==> src/rtl/dp_seq_pkg.sv <==
// Shared types and constants for the datapath sequencer: FSM states, instruction
// classes, IR field layout and the registered control bundle.
package dp_seq_pkg;

  localparam int unsigned DW = 16;
  localparam int unsigned RW = 3;
  localparam int unsigned IW = 16;

  typedef enum logic [2:0] {
    S_WAIT   = 3'd0,
    S_DECODE = 3'd1,
    S_GET_A  = 3'd2,
    S_GET_B  = 3'd3,
    S_EXEC   = 3'd4,
    S_WR_RD  = 3'd5,
    S_WR_IMM = 3'd6
  } state_e;

  typedef enum logic [2:0] {
    INS_ILLEGAL = 3'd0,
    INS_MOV_IMM = 3'd1,
    INS_MOV_REG = 3'd2,
    INS_ADD     = 3'd3,
    INS_CMP     = 3'd4,
    INS_AND     = 3'd5,
    INS_MVN     = 3'd6
  } ins_e;

  localparam logic [2:0] OPC_MOV    = 3'b110;
  localparam logic [2:0] OPC_ALU    = 3'b101;
  localparam logic [1:0] OP_MOV_IMM = 2'b10;
  localparam logic [1:0] OP_MOV_REG = 2'b00;
  localparam logic [1:0] OP_ADD     = 2'b00;
  localparam logic [1:0] OP_CMP     = 2'b01;
  localparam logic [1:0] OP_AND     = 2'b10;
  localparam logic [1:0] OP_MVN     = 2'b11;

  localparam logic [1:0] ALU_ADD = 2'b00;

  typedef struct packed {
    logic [2:0]    opcode;
    logic [1:0]    op;
    logic [RW-1:0] rn;
    logic [RW-1:0] rd;
    logic [1:0]    sh;
    logic [RW-1:0] rm;
  } instr_t;

  typedef struct packed {
    logic          w;
    logic [RW-1:0] readnum;
    logic          loada;
    logic          loadb;
    logic [1:0]    shift;
    logic          asel;
    logic          bsel;
    logic [1:0]    aluop;
    logic          loadc;
    logic          loads;
    logic [RW-1:0] writenum;
    logic          vsel;
    logic          write;
  } ctrl_t;

  localparam ctrl_t CTRL_IDLE = '{w: 1'b1, default: '0};

endpackage

==> src/rtl/dp_seq_decode.sv <==
// Combinational IR decode: field split, imm8 sign-extension and instruction class.
module dp_seq_decode
  import dp_seq_pkg::*;
(
  input  logic [IW-1:0] i_ir,
  output logic [RW-1:0] o_rn_c,
  output logic [RW-1:0] o_rd_c,
  output logic [RW-1:0] o_rm_c,
  output logic [1:0]    o_sh_c,
  output logic [1:0]    o_op_c,
  output logic [DW-1:0] o_sximm8_c,
  output logic [2:0]    o_cls_c
);

  instr_t w_f;
  ins_e   w_cls;

  assign w_f        = instr_t'(i_ir);
  assign o_rn_c     = w_f.rn;
  assign o_rd_c     = w_f.rd;
  assign o_rm_c     = w_f.rm;
  assign o_sh_c     = w_f.sh;
  assign o_op_c     = w_f.op;
  assign o_sximm8_c = {{(DW-8){i_ir[7]}}, i_ir[7:0]};
  assign o_cls_c    = w_cls;

  // Anything outside the six recognised opcode/op pairs is illegal
  always_comb begin
    w_cls = INS_ILLEGAL;
    if (w_f.opcode == OPC_MOV) begin
      if (w_f.op == OP_MOV_IMM)      w_cls = INS_MOV_IMM;
      else if (w_f.op == OP_MOV_REG) w_cls = INS_MOV_REG;
    end else if (w_f.opcode == OPC_ALU) begin
      case (w_f.op)
        OP_ADD:  w_cls = INS_ADD;
        OP_CMP:  w_cls = INS_CMP;
        OP_AND:  w_cls = INS_AND;
        OP_MVN:  w_cls = INS_MVN;
        default: w_cls = INS_ILLEGAL;
      endcase
    end
  end

endmodule

==> src/rtl/dp_sequencer.sv <==
// Multi-cycle controller driving the register/shift/ALU datapath from a latched IR.
// Optional macro DP_SEQ_ILLEGAL_FLAG_EN adds a sticky ill_op output.
module dp_sequencer
  import dp_seq_pkg::*;
(
  input  logic          clk,
  input  logic          rst_n,
  input  logic          load,
  input  logic [IW-1:0] instr_in,
  input  logic          s,
  output logic          w,
  output logic [RW-1:0] readnum,
  output logic          loada,
  output logic          loadb,
  output logic [1:0]    shift,
  output logic          asel,
  output logic          bsel,
  output logic [1:0]    ALUop,
  output logic          loadc,
  output logic          loads,
  output logic [RW-1:0] writenum,
  output logic          vsel,
  output logic          write,
  output logic [DW-1:0] datapath_in
`ifdef DP_SEQ_ILLEGAL_FLAG_EN
  ,
  output logic          ill_op
`endif
);

  state_e        r_state;
  state_e        w_next_state;
  logic [IW-1:0] r_ir;
  logic          w_ir_load;
  ctrl_t         r_ctrl;
  ctrl_t         w_ctrl_next;

  logic [RW-1:0] w_rn;
  logic [RW-1:0] w_rd;
  logic [RW-1:0] w_rm;
  logic [1:0]    w_sh;
  logic [1:0]    w_op;
  logic [DW-1:0] w_sximm8;
  logic [2:0]    w_cls_raw;
  ins_e          w_cls;

  dp_seq_decode u_decode (
    .i_ir       (r_ir),
    .o_rn_c     (w_rn),
    .o_rd_c     (w_rd),
    .o_rm_c     (w_rm),
    .o_sh_c     (w_sh),
    .o_op_c     (w_op),
    .o_sximm8_c (w_sximm8),
    .o_cls_c    (w_cls_raw)
  );

  assign w_cls = ins_e'(w_cls_raw);

  // Controls are registered from the next state; the IR cannot change outside
  // WAIT, so decoding it now gives the same fields the next state will see.
  always_comb begin
    w_next_state = r_state;
    w_ir_load    = 1'b0;
    w_ctrl_next  = '0;

    case (r_state)
      S_WAIT: begin
        w_ir_load = load;
        if (s) w_next_state = S_DECODE;
      end
      S_DECODE: begin
        case (w_cls)
          INS_MOV_IMM:                 w_next_state = S_WR_IMM;
          INS_MOV_REG, INS_MVN:        w_next_state = S_GET_B;
          INS_ADD, INS_CMP, INS_AND:   w_next_state = S_GET_A;
          default:                     w_next_state = S_WAIT;
        endcase
      end
      S_GET_A:  w_next_state = S_GET_B;
      S_GET_B:  w_next_state = S_EXEC;
      S_EXEC:   w_next_state = (w_cls == INS_CMP) ? S_WAIT : S_WR_RD;
      S_WR_RD:  w_next_state = S_WAIT;
      S_WR_IMM: w_next_state = S_WAIT;
      default:  w_next_state = S_WAIT;
    endcase

    case (w_next_state)
      S_WAIT: w_ctrl_next.w = 1'b1;
      S_GET_A: begin
        w_ctrl_next.readnum = w_rn;
        w_ctrl_next.loada   = 1'b1;
      end
      S_GET_B: begin
        w_ctrl_next.readnum = w_rm;
        w_ctrl_next.loadb   = 1'b1;
      end
      S_EXEC: begin
        w_ctrl_next.shift = w_sh;
        if (w_cls == INS_MOV_REG) begin
          w_ctrl_next.asel  = 1'b1;
          w_ctrl_next.aluop = ALU_ADD;
        end else begin
          w_ctrl_next.aluop = w_op;
        end
        if (w_cls == INS_CMP) w_ctrl_next.loads = 1'b1;
        else                  w_ctrl_next.loadc = 1'b1;
      end
      S_WR_RD: begin
        w_ctrl_next.writenum = w_rd;
        w_ctrl_next.write    = 1'b1;
      end
      S_WR_IMM: begin
        w_ctrl_next.writenum = w_rn;
        w_ctrl_next.vsel     = 1'b1;
        w_ctrl_next.write    = 1'b1;
      end
      default: w_ctrl_next = '0;
    endcase
  end

  always_ff @(posedge clk or negedge rst_n) begin
    if (!rst_n) begin
      r_state <= S_WAIT;
      r_ir    <= '0;
      r_ctrl  <= CTRL_IDLE;
    end else begin
      r_state <= w_next_state;
      r_ctrl  <= w_ctrl_next;
      if (w_ir_load) r_ir <= instr_in;
    end
  end

`ifdef DP_SEQ_ILLEGAL_FLAG_EN
  logic r_ill;

  // Sticky until a fresh load in WAIT
  always_ff @(posedge clk or negedge rst_n) begin
    if (!rst_n) begin
      r_ill <= 1'b0;
    end else if (w_ir_load) begin
      r_ill <= 1'b0;
    end else if (r_state == S_DECODE && w_cls == INS_ILLEGAL) begin
      r_ill <= 1'b1;
    end
  end

  assign ill_op = r_ill;
`endif

  assign w           = r_ctrl.w;
  assign readnum     = r_ctrl.readnum;
  assign loada       = r_ctrl.loada;
  assign loadb       = r_ctrl.loadb;
  assign shift       = r_ctrl.shift;
  assign asel        = r_ctrl.asel;
  assign bsel        = r_ctrl.bsel;
  assign ALUop       = r_ctrl.aluop;
  assign loadc       = r_ctrl.loadc;
  assign loads       = r_ctrl.loads;
  assign writenum    = r_ctrl.writenum;
  assign vsel        = r_ctrl.vsel;
  assign write       = r_ctrl.write;
  assign datapath_in = w_sximm8;

endmodule

==> config.mk <==
export PLATFORM = sky130hd
export DESIGN_NAME = dp_sequencer
export DESIGN_NICKNAME = d
export VERILOG_FILES = /design/src/rtl/dp_seq_pkg.sv /design/src/rtl/dp_seq_decode.sv /design/src/rtl/dp_sequencer.sv
export SDC_FILE = /design/constraint.sdc
export NUM_CORES = 1
export LEC_CHECK = 0
export CAP_MARGIN = 20
export CELL_PAD_IN_SITES_DETAIL_PLACEMENT = 1
export CELL_PAD_IN_SITES_GLOBAL_PLACEMENT = 2
export CORE_MARGIN = 2
export CORE_UTILIZATION = 29
export DETAILED_ROUTE_END_ITERATION = 7
export GPL_TIMING_DRIVEN = 0
export PLACE_DENSITY_LB_ADDON = 0.05
export SKIP_LAST_GASP = 1
export SYNTH_ARGS = -nofsm -noshare
export SYNTH_HDL_FRONTEND = slang
export SYNTH_HIERARCHICAL = 1
export SYNTH_SLANG_ARGS = --single-unit
==> constraint.sdc <==
create_clock -name clk -period 2.8 [get_ports clk]
set_input_delay 0.7 -clock clk [delete_from_list [all_inputs] [get_ports clk]]
set_output_delay 0.7 -clock clk [all_outputs]
set_load 0.05 [all_outputs]
== After elaboration in Yosys (flattened, before gate mapping) ==
Cells that the tools add are included.

* Reduce and logical (&&, ||, !) cells: 6
* Eq/ne operators: 20
* Mux-type cells: 23

{| class="wikitable"
|+ Operators by type and width
! operator !! count
|-
| $eq 3x3->1 const B || 9
|-
| $eq 3x2->1 const B || 6
|-
| $mux 3 || 6
|-
| $pmux 3 s5 || 1
|-
| $pmux 3 s2 || 2
|-
| $pmux 3 s4 || 1
|-
| $mux 1 || 9
|-
| $pmux 3 s3 || 1
|-
| $eq 3x1->1 const B || 2
|-
| $logic_not 3->1 || 2
|-
| $eq 2x2->1 const B || 2
|-
| $mux 2 || 2
|-
| $mux 4 || 1
|-
| $reduce_or 2->1 || 2
|-
| $reduce_or 3->1 || 1
|-
| $eq 2x1->1 const B || 1
|-
| $logic_not 2->1 || 1
|}

* Input bits: 20
* Word-level logic and storage cells: 63
* Flip-flop bits (word level): 37
* Output and inout bits: 35

== Depth between registers and ports, before layout ==
Gate-level depths: netlist (run 1).

* Word-level depth: 11
* Depth in mapped cells: 9
* Gate-level depth less buffers: 8

== Cells and area by module ==
The synthesis (run 1) kept the hierarchy.

{| class="wikitable"
|+ By module, submodules not included
! module !! seq. area each (µm²) !! cells an instance !! instances !! area each (µm²)
|-
| dp_sequencer || 927.1 || 106 || 1 || 1485.2
|-
| dp_seq_decode || 0.0 || 42 || 1 || 307.8
|}

== Worst setup path before layout (run 1) ==
OpenSTA, ideal clock, no wires.

* Kind: reg2reg
* Start point: register r_ir[11]
* End point: register r_state[0]
* Stages on the path, launching flop included: 7
* Arrival: 1.863 ns
* Path buffers: 0
* Required time: 2.673 ns
* Clock period less this slack: 1.990 ns
* Slack: 0.810 ns
* Library setup time: 0.127 ns
* Path through: dfrtp_1 > inv_1 > ha_1 > nor3b_1 > nor3b_2 > a2111oi_0 > or2_2

* Longest elaborated chain between the ends: 8
* Elaborated cells on any way between the ends: 20
* Classes of those cells: eq/ne: 9; mux: 8; reduce/logical: 3

{| class="wikitable"
|+ RTL lines
! what !! line !! text
|-
| from (decl) || dp_sequencer.sv:33 || <nowiki>logic [IW-1:0] r_ir;</nowiki>
|-
| from (signal assigned) || dp_sequencer.sv:130 || <nowiki>if (w_ir_load) r_ir <= instr_in;</nowiki>
|-
| $eq 2x2->1, or another cell as far along || dp_seq_decode.sv:34 || <nowiki>case (w_f.op)</nowiki>
|-
| $pmux 3 s4 * || dp_seq_decode.sv:34 ||
|-
| $mux 3 * || dp_seq_decode.sv:33 || <nowiki>end else if (w_f.opcode == OPC_ALU) begin</nowiki>
|-
| $mux 3 * || dp_seq_decode.sv:30 || <nowiki>if (w_f.opcode == OPC_MOV) begin</nowiki>
|-
| net w_cls[2] || dp_sequencer.sv:45 || <nowiki>ins_e w_cls;</nowiki>
|-
| $eq 3x3->1, or another cell as far along || dp_sequencer.sv:73, dp_sequencer.sv:82 ||
|-
| $reduce_or 3->1 or $reduce_or 2->1 (tied branches) || dp_sequencer.sv:73 || <nowiki>case (w_cls)</nowiki>
|-
| $pmux 3 s3 || dp_sequencer.sv:73 ||
|-
| $pmux 3 s5 * || dp_sequencer.sv:67 || <nowiki>case (r_state)</nowiki>
|-
| net w_next_state[0] || dp_sequencer.sv:32 || <nowiki>state_e w_next_state;</nowiki>
|-
| to (signal assigned) || dp_sequencer.sv:128 || <nowiki>r_state <= w_next_state;</nowiki>
|-
| to (decl) || dp_sequencer.sv:31 || <nowiki>state_e r_state;</nowiki>
|}

The timed path passes the listed nets; every way through them passes the cells marked *.
A chain may end at the register's enable or synchronous reset.

== Final worst setup path (run 1) ==
Ends and elaborated chain as after synthesis.

==> results.cfg, run 1 <==
[routing]
drt-initial-drc-count = 48
drt.antenna.violating_nets = 0
vias = 1211
post_drt_via_cell_ratio = 4.264
drc = 0
drt-total-wl_mm = 3.834
dr.pass1.iters = 4
wl_per_cell_um = 13.50

[layout]
drive_above_1_share_pct = 33.49
syn2layout_area_growth_pct = 42.01
nets = 230
layout_common_cells = clkdlybuf4s50_1, dfrtp_1, buf_4
diodes = 0
mostFrequentLayoutCell = clkdlybuf4s50_1

[die]
die_w_um = 82.63
dieArea_um2 = 6828
design.portCount = 55
coreArea_um2 = 5956
fp-row-count = 28
start_util_pct = 30.11
fp.dieH_um = 82.63

[timing]
fin_skew_ps = 3.881
hold_viol_final = 0
period_share_pct = 89.66
fin_ws_ps = 289.7
finalMaxSlewViolations = 0
fmax_mhz = 398.4
fin_tns_setup_ps = 0
worstMarginPinSlew_ps = 919.5
min_period_ps = 2510
relSlewSlack_pct = 38.57
setup_viol = 0
rsz0062_at_grt = false

[synth]
syn-mean-instance-area_um2 = 12.11
ys_warn_count = 6
async_reset_ff_share_pct = 100.0
ys.flop_type = dfrtp_1
yosys-top-cells-area = dfrtp_1, buf_4, mux2_2
seq_area_frac_synth_pct = 51.71
synth_edf_count = 0
syn_nets = 170
synth_top_area_cell = dfrtp_1
synth_top_area_share_pct = 50.24
synth_cells = 148
synth_area_um2 = 1793
ys_seq_elements = 37
synth.distinct_cells = 33

[clock_network]
cts-root-buf = clkbuf_8
path_clk_slew_ps = 80
htree_num_levels = 2
cts_setup_buffers = 0
clock_path_buffers = 2
clock_latency_ps = 290
cts_made_buffers = 5
cts_hold_buf = 0
cts_tree = built
cts.sink_count = 37
post_cts_resized = 0

[critical_path]
critPathLaunch = r_ir[11]
r2r_slack_ps = 290
regToRegStartpoint = r_ir[11]
path_max_fanout = 8
required_ps = 2980
reg2regPathDepth = 6
path_class = reg -> reg
crit_end = r_state[0]
r2r_end = r_state[0]
worstSetupEndpointType = flop
cp-start-kind = flop
arrival_ps = 2690

[placed_design]
dp_hpwl_mm = 2.822
io_buffers = 53
preCtsSetupSlack_ps = 295.0
place_congestion = 0.6746

[power_and_ir_drop]
ir_drop_mv = 0.7856
leakage_nw = 1.142
total_power_mw = 3.456
powerDensity_nw_per_um2 = 1357

[global_route]
grt_pass1_wl_mm = 6.382
grt_start_max_net_pins = 38
grt.overflow.total = 0
antenna_found_initial = 0
grt_pass1_vias = 1254
grt_use_total_pct = 12.76

[status]
status = finished clean

[job]
drv_cap = 0

[hold_path]
hold_path_class = in -> async
==> sequential cells by signal, indices dropped and copies added (netlist names) <==
name and count:
write 1, w 1, shift 2, r_state 3
readnum 3, writenum 3, loadc 1, loadb 1
ALUop 2, loads 1, r_ir 16, loada 1
vsel 1, asel 1
==> worst max-delay path, stage by stage (launching register included) <==
cell and delay, ps:
dfrtp_1 380, inv_1 70, ha_1 230, nor3b_1 750, nor3b_2 480, a2111oi_0 190, or2_2 300
==> Yosys cell counts (2+ instances only) <==
library cell,n
nand2b_1,3
nor3_1,3
and2_1,4
nor2_1,8
nor3b_2,2
buf_6,2
buf_2,3
ha_1,2
o22ai_1,4
nor3b_1,3
buf_4,30
nand3b_1,2
dfrtp_1,36
a22o_1,6
nand2_1,2
mux2_2,16
inv_1,5
or2_2,2
==> per-stage QoR <==
step                      hold slack (ps)  instances  util, %  area [µm²]
after floorplan                     404.4        148        -        1793
after global placement              497.9        276    40.59        2417
after detailed placement            499.7        276    40.50        2412
after CTS                           527.3        284    42.75        2546
after global routing                559.3        284    42.75        2546
final                               512.7        284    42.75        2546
==> cell type report <==
cell class	count	area (µm²)
inverter	5	18.77
sequential	37	927.1
buffer	35	262.8
fill	649	3410
clock inverter	3	65.06
clock buffer	5	68.82
multi-input combinational	71	584.3
tap	75	93.84
timing repair buffer	53	525.5
==> per-layer routing <==
layer / track usage, % / routed length, µm
met1: 15.12 / 1625
met2: 20.89 / 1873
met3: 4.565 / 277
met5: 0 / 0
met4: 5.410 / 58
==> worst min path at each step <==
stage,startpoint,endpoint,slack [ps],depth (start not counted)
after floorplan,rst_n,ALUop[0],400,0
after global placement,r_ir[10],r_ir[10],500,1
final,rst_n,r_ir[0],510,1
after global routing,r_ir[9],r_ir[9],560,1
after detailed placement,r_ir[10],r_ir[10],500,1
after CTS,r_ir[10],r_ir[10],530,1
==> kinds of logic after synthesis <==
family | synth area share, %
buf+inv | 15.70
other cells | 0.2092
flops | 51.71
fa+ha+maj | 1.395
simple gates | 14.65
compound gates | 6.280
mux | 10.05
==> power breakdown <==
part | total [mW] | switching (mW) | internal, mW
logic | 2.02 | 1.13 | 0.898
registers | 0.884 | 0.139 | 0.745
clock network | 0.548 | 0.194 | 0.354
Power figures use the tool's default switching activity.
==> run 2: changes to the inputs <==
--- a/config.mk
+++ b/config.mk
@@ -5,7 +5,7 @@
 export SDC_FILE = /design/constraint.sdc
 export NUM_CORES = 1
 export LEC_CHECK = 0
-export CAP_MARGIN = 20
+export CAP_MARGIN = 40
 export CELL_PAD_IN_SITES_DETAIL_PLACEMENT = 1
 export CELL_PAD_IN_SITES_GLOBAL_PLACEMENT = 2
 export CORE_MARGIN = 2
==> constraint.sdc (replaced) <==
create_clock -name clk -period 2.47 [get_ports clk]
set_input_delay 0.6175 -clock clk [delete_from_list [all_inputs] [get_ports clk]]
set_output_delay 0.6175 -clock clk [all_outputs]
set_load 0.05 [all_outputs]
==> run 2 against run 1 <==
Compared with the run above: first-iteration DRC count shrank 15%; clock skew is essentially flat; global-route usage is the same; worst setup slack lost 31 ps; critical path type is now reg -> out.
==> results.cfg, run 2 (synthesis gave the netlist of run 1 again) <==
[timing]
finalMaxSlewViolations = 0
fmax_mhz = 452.1
worstMarginPinSlew_ps = 839.2
rsz0062_at_grt = false
fin_skew_ps = 3.869
relSlewSlack_pct = 44.06
holdWs_ps = 429.3
setup_viol = 0
period_share_pct = 89.55
min_period_ps = 2212
hold_viol_final = 0

[status]
status = finished clean

[clock_network]
cts_setup_buffers = 0
cts.sink_count = 37
path_clk_slew_ps = 80
cts_made_buffers = 5
cts_tree = built
clock_latency_ps = 290
clock_path_buffers = 2
cts-root-buf = clkbuf_8
htree_num_levels = 2
cts_hold_buf = 0
post_cts_resized = 0

[power_and_ir_drop]
total_power_mw = 3.913
leakage_nw = 1.230
powerDensity_nw_per_um2 = 1521
ir_drop_mv = 0.8221

[die]
start_util_pct = 30.11
coreArea_um2 = 5956
dieArea_um2 = 6828
fp-row-count = 28
fp.dieH_um = 82.63
die_w_um = 82.63
design.portCount = 55

[critical_path]
cp-start-kind = flop
slowest_delay_ps = 790
worstSetupEndpointType = output port
cp.buffers_inverters = 1
cp_slowest_cell = clkdlybuf4s50_1
crit_family = buffers and inverters
path_max_fanout = 1
required_ps = 1850
arrival_ps = 1590
path_class = reg -> out
path_cells = clkdlybuf4s50_1

[global_route]
grt_start_max_net_pins = 38
grt_use_total_pct = 12.76
grt.overflow.total = 0
grt_pass1_wl_mm = 6.382
grt_pass1_vias = 1254
antenna_found_initial = 0

[layout]
fin_util_pct = 43.21
diodes = 0
nFillCells = 649
syn2layout_area_growth_pct = 43.55
drive_above_1_share_pct = 33.97
largest_register_ffs = 16
multi_input_area_um2 = 589.3
largest-register = r_ir
nets = 230
mostFrequentLayoutCell = clkdlybuf4s50_1
layout_common_cells = clkdlybuf4s50_1, dfrtp_1, buf_4
regArea_um2 = 927.1

[placed_design]
place_congestion = 0.6746
io_buffers = 53
dp_hpwl_mm = 2.822

[hold_path]
hold_path_class = in -> async

[job]
drv_cap = 0

[routing]
wl_per_cell_um = 13.58
drt-initial-drc-count = 41
drt.antenna.violating_nets = 0
dr.pass1.iters = 4
post_drt_via_cell_ratio = 4.278
vias = 1215
drt-total-wl_mm = 3.858
drc = 0
run 2: path summary, 6_finish.rpt:
| kind | startpoint | to | slack [ps] | depth (start not counted) |
|---|---|---|---|---|
| worst min register to register | r_ir[10] | r_ir[10] | 520 | 1 |
| min in group clk | r_ir[10] | r_ir[10] | 520 | 1 |
| worst min-delay path | rst_n | r_ir[0] | 430 | 1 |
| worst max-delay path | w | w | 260 | 1 |
| max in group asynchronous | rst_n | r_ir[11] | 1510 | 1 |
| worst max register to register | r_ir[11] | r_state[0] | 320 | 6 |
run 2: metrics by stage:
step / worst slack, ps / cell area [µm²] / setup TNS (ps) / cells
after floorplan: 480.0 / 1793 / 0 / 148
after global placement: -83.84 / 2417 / -2932 / 276
after detailed placement: 38.87 / 2412 / 0 / 276
after CTS: 18.66 / 2546 / 0 / 284
after global routing: 64.83 / 2574 / 0 / 284
final: 258.2 / 2574 / 0 / 284
run 2: per-layer routing:
layer	global-route usage, %	vias to the layer above	wire length [µm]
met5	0	-	0
met4	5.410	0	58
met2	20.89	39	1910
met3	4.565	7	268
li1	-	594	-
met1	15.12	575	1622
run 2: where the power goes:
group	switching, mW	total, mW	leakage (nW)	internal (mW)
Clock	0.220	0.621	0.0681	0.401
Sequential	0.160	1.00	0.471	0.845
Combinational	1.27	2.29	0.691	1.01
Total	1.66	3.91	1.23	2.26
run 2: cell type report:
class	instances	area share, %
plain buffers	35	10.21
clock buffers	5	2.674
clock inverters	3	2.528
inverters	5	0.7292
multi-input cells	71	22.90
flip-flops and latches	37	36.02
well taps	75	3.646
repair buffers	53	21.29
==> run 3: changes to the inputs <==
--- a/config.mk
+++ b/config.mk
@@ -14,6 +14,7 @@
 export GPL_TIMING_DRIVEN = 0
 export PLACE_DENSITY_LB_ADDON = 0.05
 export SKIP_LAST_GASP = 1
+export SLEW_MARGIN = 20
 export SYNTH_ARGS = -nofsm -noshare
 export SYNTH_HDL_FRONTEND = slang
 export SYNTH_HIERARCHICAL = 1
==> run 3 against run 2 <==
Compared with the run above: non-clock buffer count is 2 higher; cell area is 0.78% lower; core utilization is 0.34 points lower; first-iteration DRC count is 51% higher; count of clock-buffer cells in the layout stayed put; routed wire length is 0.67% lower; flip-flop and latch count stayed put; critical path type unchanged; largest power group unchanged; worst setup slack better by 5.9 ps.
==> results.cfg, run 3 (synthesis gave the netlist of run 1 again) <==
[clock_network]
clock_latency_ps = 280
cts_made_buffers = 5
htree_num_levels = 2
cts-root-buf = clkbuf_8
path_clk_slew_ps = 80
cts_tree = built
cts.sink_count = 37
cts_setup_buffers = 0
clock_path_buffers = 2

[routing]
post_drt_via_cell_ratio = 4.287
drc = 0
drt.antenna.violating_nets = 0
vias = 1226
wl_per_cell_um = 13.40
drt-initial-drc-count = 62
drt-total-wl_mm = 3.832
dr.pass1.iters = 4

[timing]
rsz0062_at_grt = false
holdWs_ps = 276.3
fmax_mhz = 453.3
relSlewSlack_pct = 52.18
worstMarginPinSlew_ps = 714.3
finalMaxSlewViolations = 0
setup_viol = 0
period_share_pct = 89.31
hold_viol_final = 0
fin_skew_ps = 4.627
fin_tns_setup_ps = 0
min_period_ps = 2206

[global_route]
busiest_layer = met2
grt_start_max_net_pins = 21
grt.overflow.total = 0
antenna_found_initial = 0
grt_util_met3_pct = 4.130
use_met1_pct = 15.66
grt_use_total_pct = 12.73
grt_pass1_vias = 1317
grt_util_met2_pct = 21.21
grt_pass1_wl_mm = 6.389

[critical_path]
required_ps = 1850
crit_family = buffers and inverters
worstSetupEndpointType = output port
cp.buffers_inverters = 1
cp_slowest_cell = clkdlybuf4s50_1
cp-start-kind = flop
path_max_fanout = 1
arrival_ps = 1590
path_cells = clkdlybuf4s50_1
crit_cells = 1
reg2regPathDepth = 8
path_class = reg -> out
slowest_delay_ps = 790

[die]
coreArea_um2 = 5956
die_w_um = 82.63
dieArea_um2 = 6828
fp-row-count = 28
fp.dieH_um = 82.63
start_util_pct = 30.11
design.portCount = 55

[placed_design]
io_buffers = 53
dp_hpwl_mm = 2.923
place_congestion = 0.6746

[status]
status = finished clean

[layout]
nFillCells = 661
nets = 232
largest-register = r_ir
diodes = 0
mostFrequentLayoutCell = clkdlybuf4s50_1
multi_input_area_um2 = 584.3
drive_above_1_share_pct = 34.12
syn2layout_area_growth_pct = 42.43
layout_common_cells = clkdlybuf4s50_1, dfrtp_1, buf_4
regArea_um2 = 927.1
largest_register_ffs = 16

[power_and_ir_drop]
powerDensity_nw_per_um2 = 1453
leakage_nw = 1.222
ir_drop_mv = 0.8040
total_power_mw = 3.710

[hold_path]
hold_path_class = in -> async

[job]
drv_cap = 0
-- run 3: worst register-to-register path: stages, from the launching register on --
cell and delay [ps]:
dfrtp_1 400, inv_1 60, ha_1 210, nor2_1 110, o22ai_1 80, and2_1 260
nor3b_2 390, a2111oi_0 200, or2_2 300
-- run 3: final timing paths --
kind / slack, ps / end / startpoint
worst max-delay path: 260 / w / w
worst min-delay path: 280 / loadb / rst_n
worst max register to register: 340 / r_state[0] / r_ir[12]
worst min register to register: 510 / r_ir[10] / r_ir[10]
max in group asynchronous: 1740 / r_ir[14] / rst_n
min in group clk: 510 / r_ir[10] / r_ir[10]
-- run 3: layout make-up --
| type | count | share of cell area [%] |
|---|---|---|
| Timing Repair Buffer | 55 | 22.73 |
| Multi-Input combinational cell | 71 | 22.88 |
| Clock inverter | 3 | 0.6859 |
| Tap cell | 75 | 3.675 |
| Buffer | 35 | 10.29 |
| Sequential cell | 37 | 36.31 |
| Inverter | 5 | 0.7349 |
| Clock buffer | 5 | 2.695 |
-- run 3: metal layers --
layer	share of wire, %	up-vias
met5	0	-
met4	1.2	0
met2	50	39
met1	42	586
met3	6.7	6
li1	-	595
-- run 3: power breakdown --
group / internal, mW / total [mW] / switching, mW
registers: 0.845 / 1.00 / 0.160
clock network: 0.195 / 0.409 / 0.215
logic: 1.02 / 2.30 / 1.28
-- run 3: repair_timing --
item                       in CTS  in global routing
hold buffers                    0                  0
resized for setup               0                  9
setup endpoints to repair       0                  9
-- run 3: through the flow --
stage	instances	utilization, %	setup slack, ps	instance area (µm²)
after floorplan	148	-	480.0	1793
after global placement	276	40.59	-83.84	2417
after detailed placement	277	40.97	33.12	2440
after CTS	285	42.42	13.78	2526
after global routing	286	42.88	115.2	2554
final	286	42.88	264.1	2554
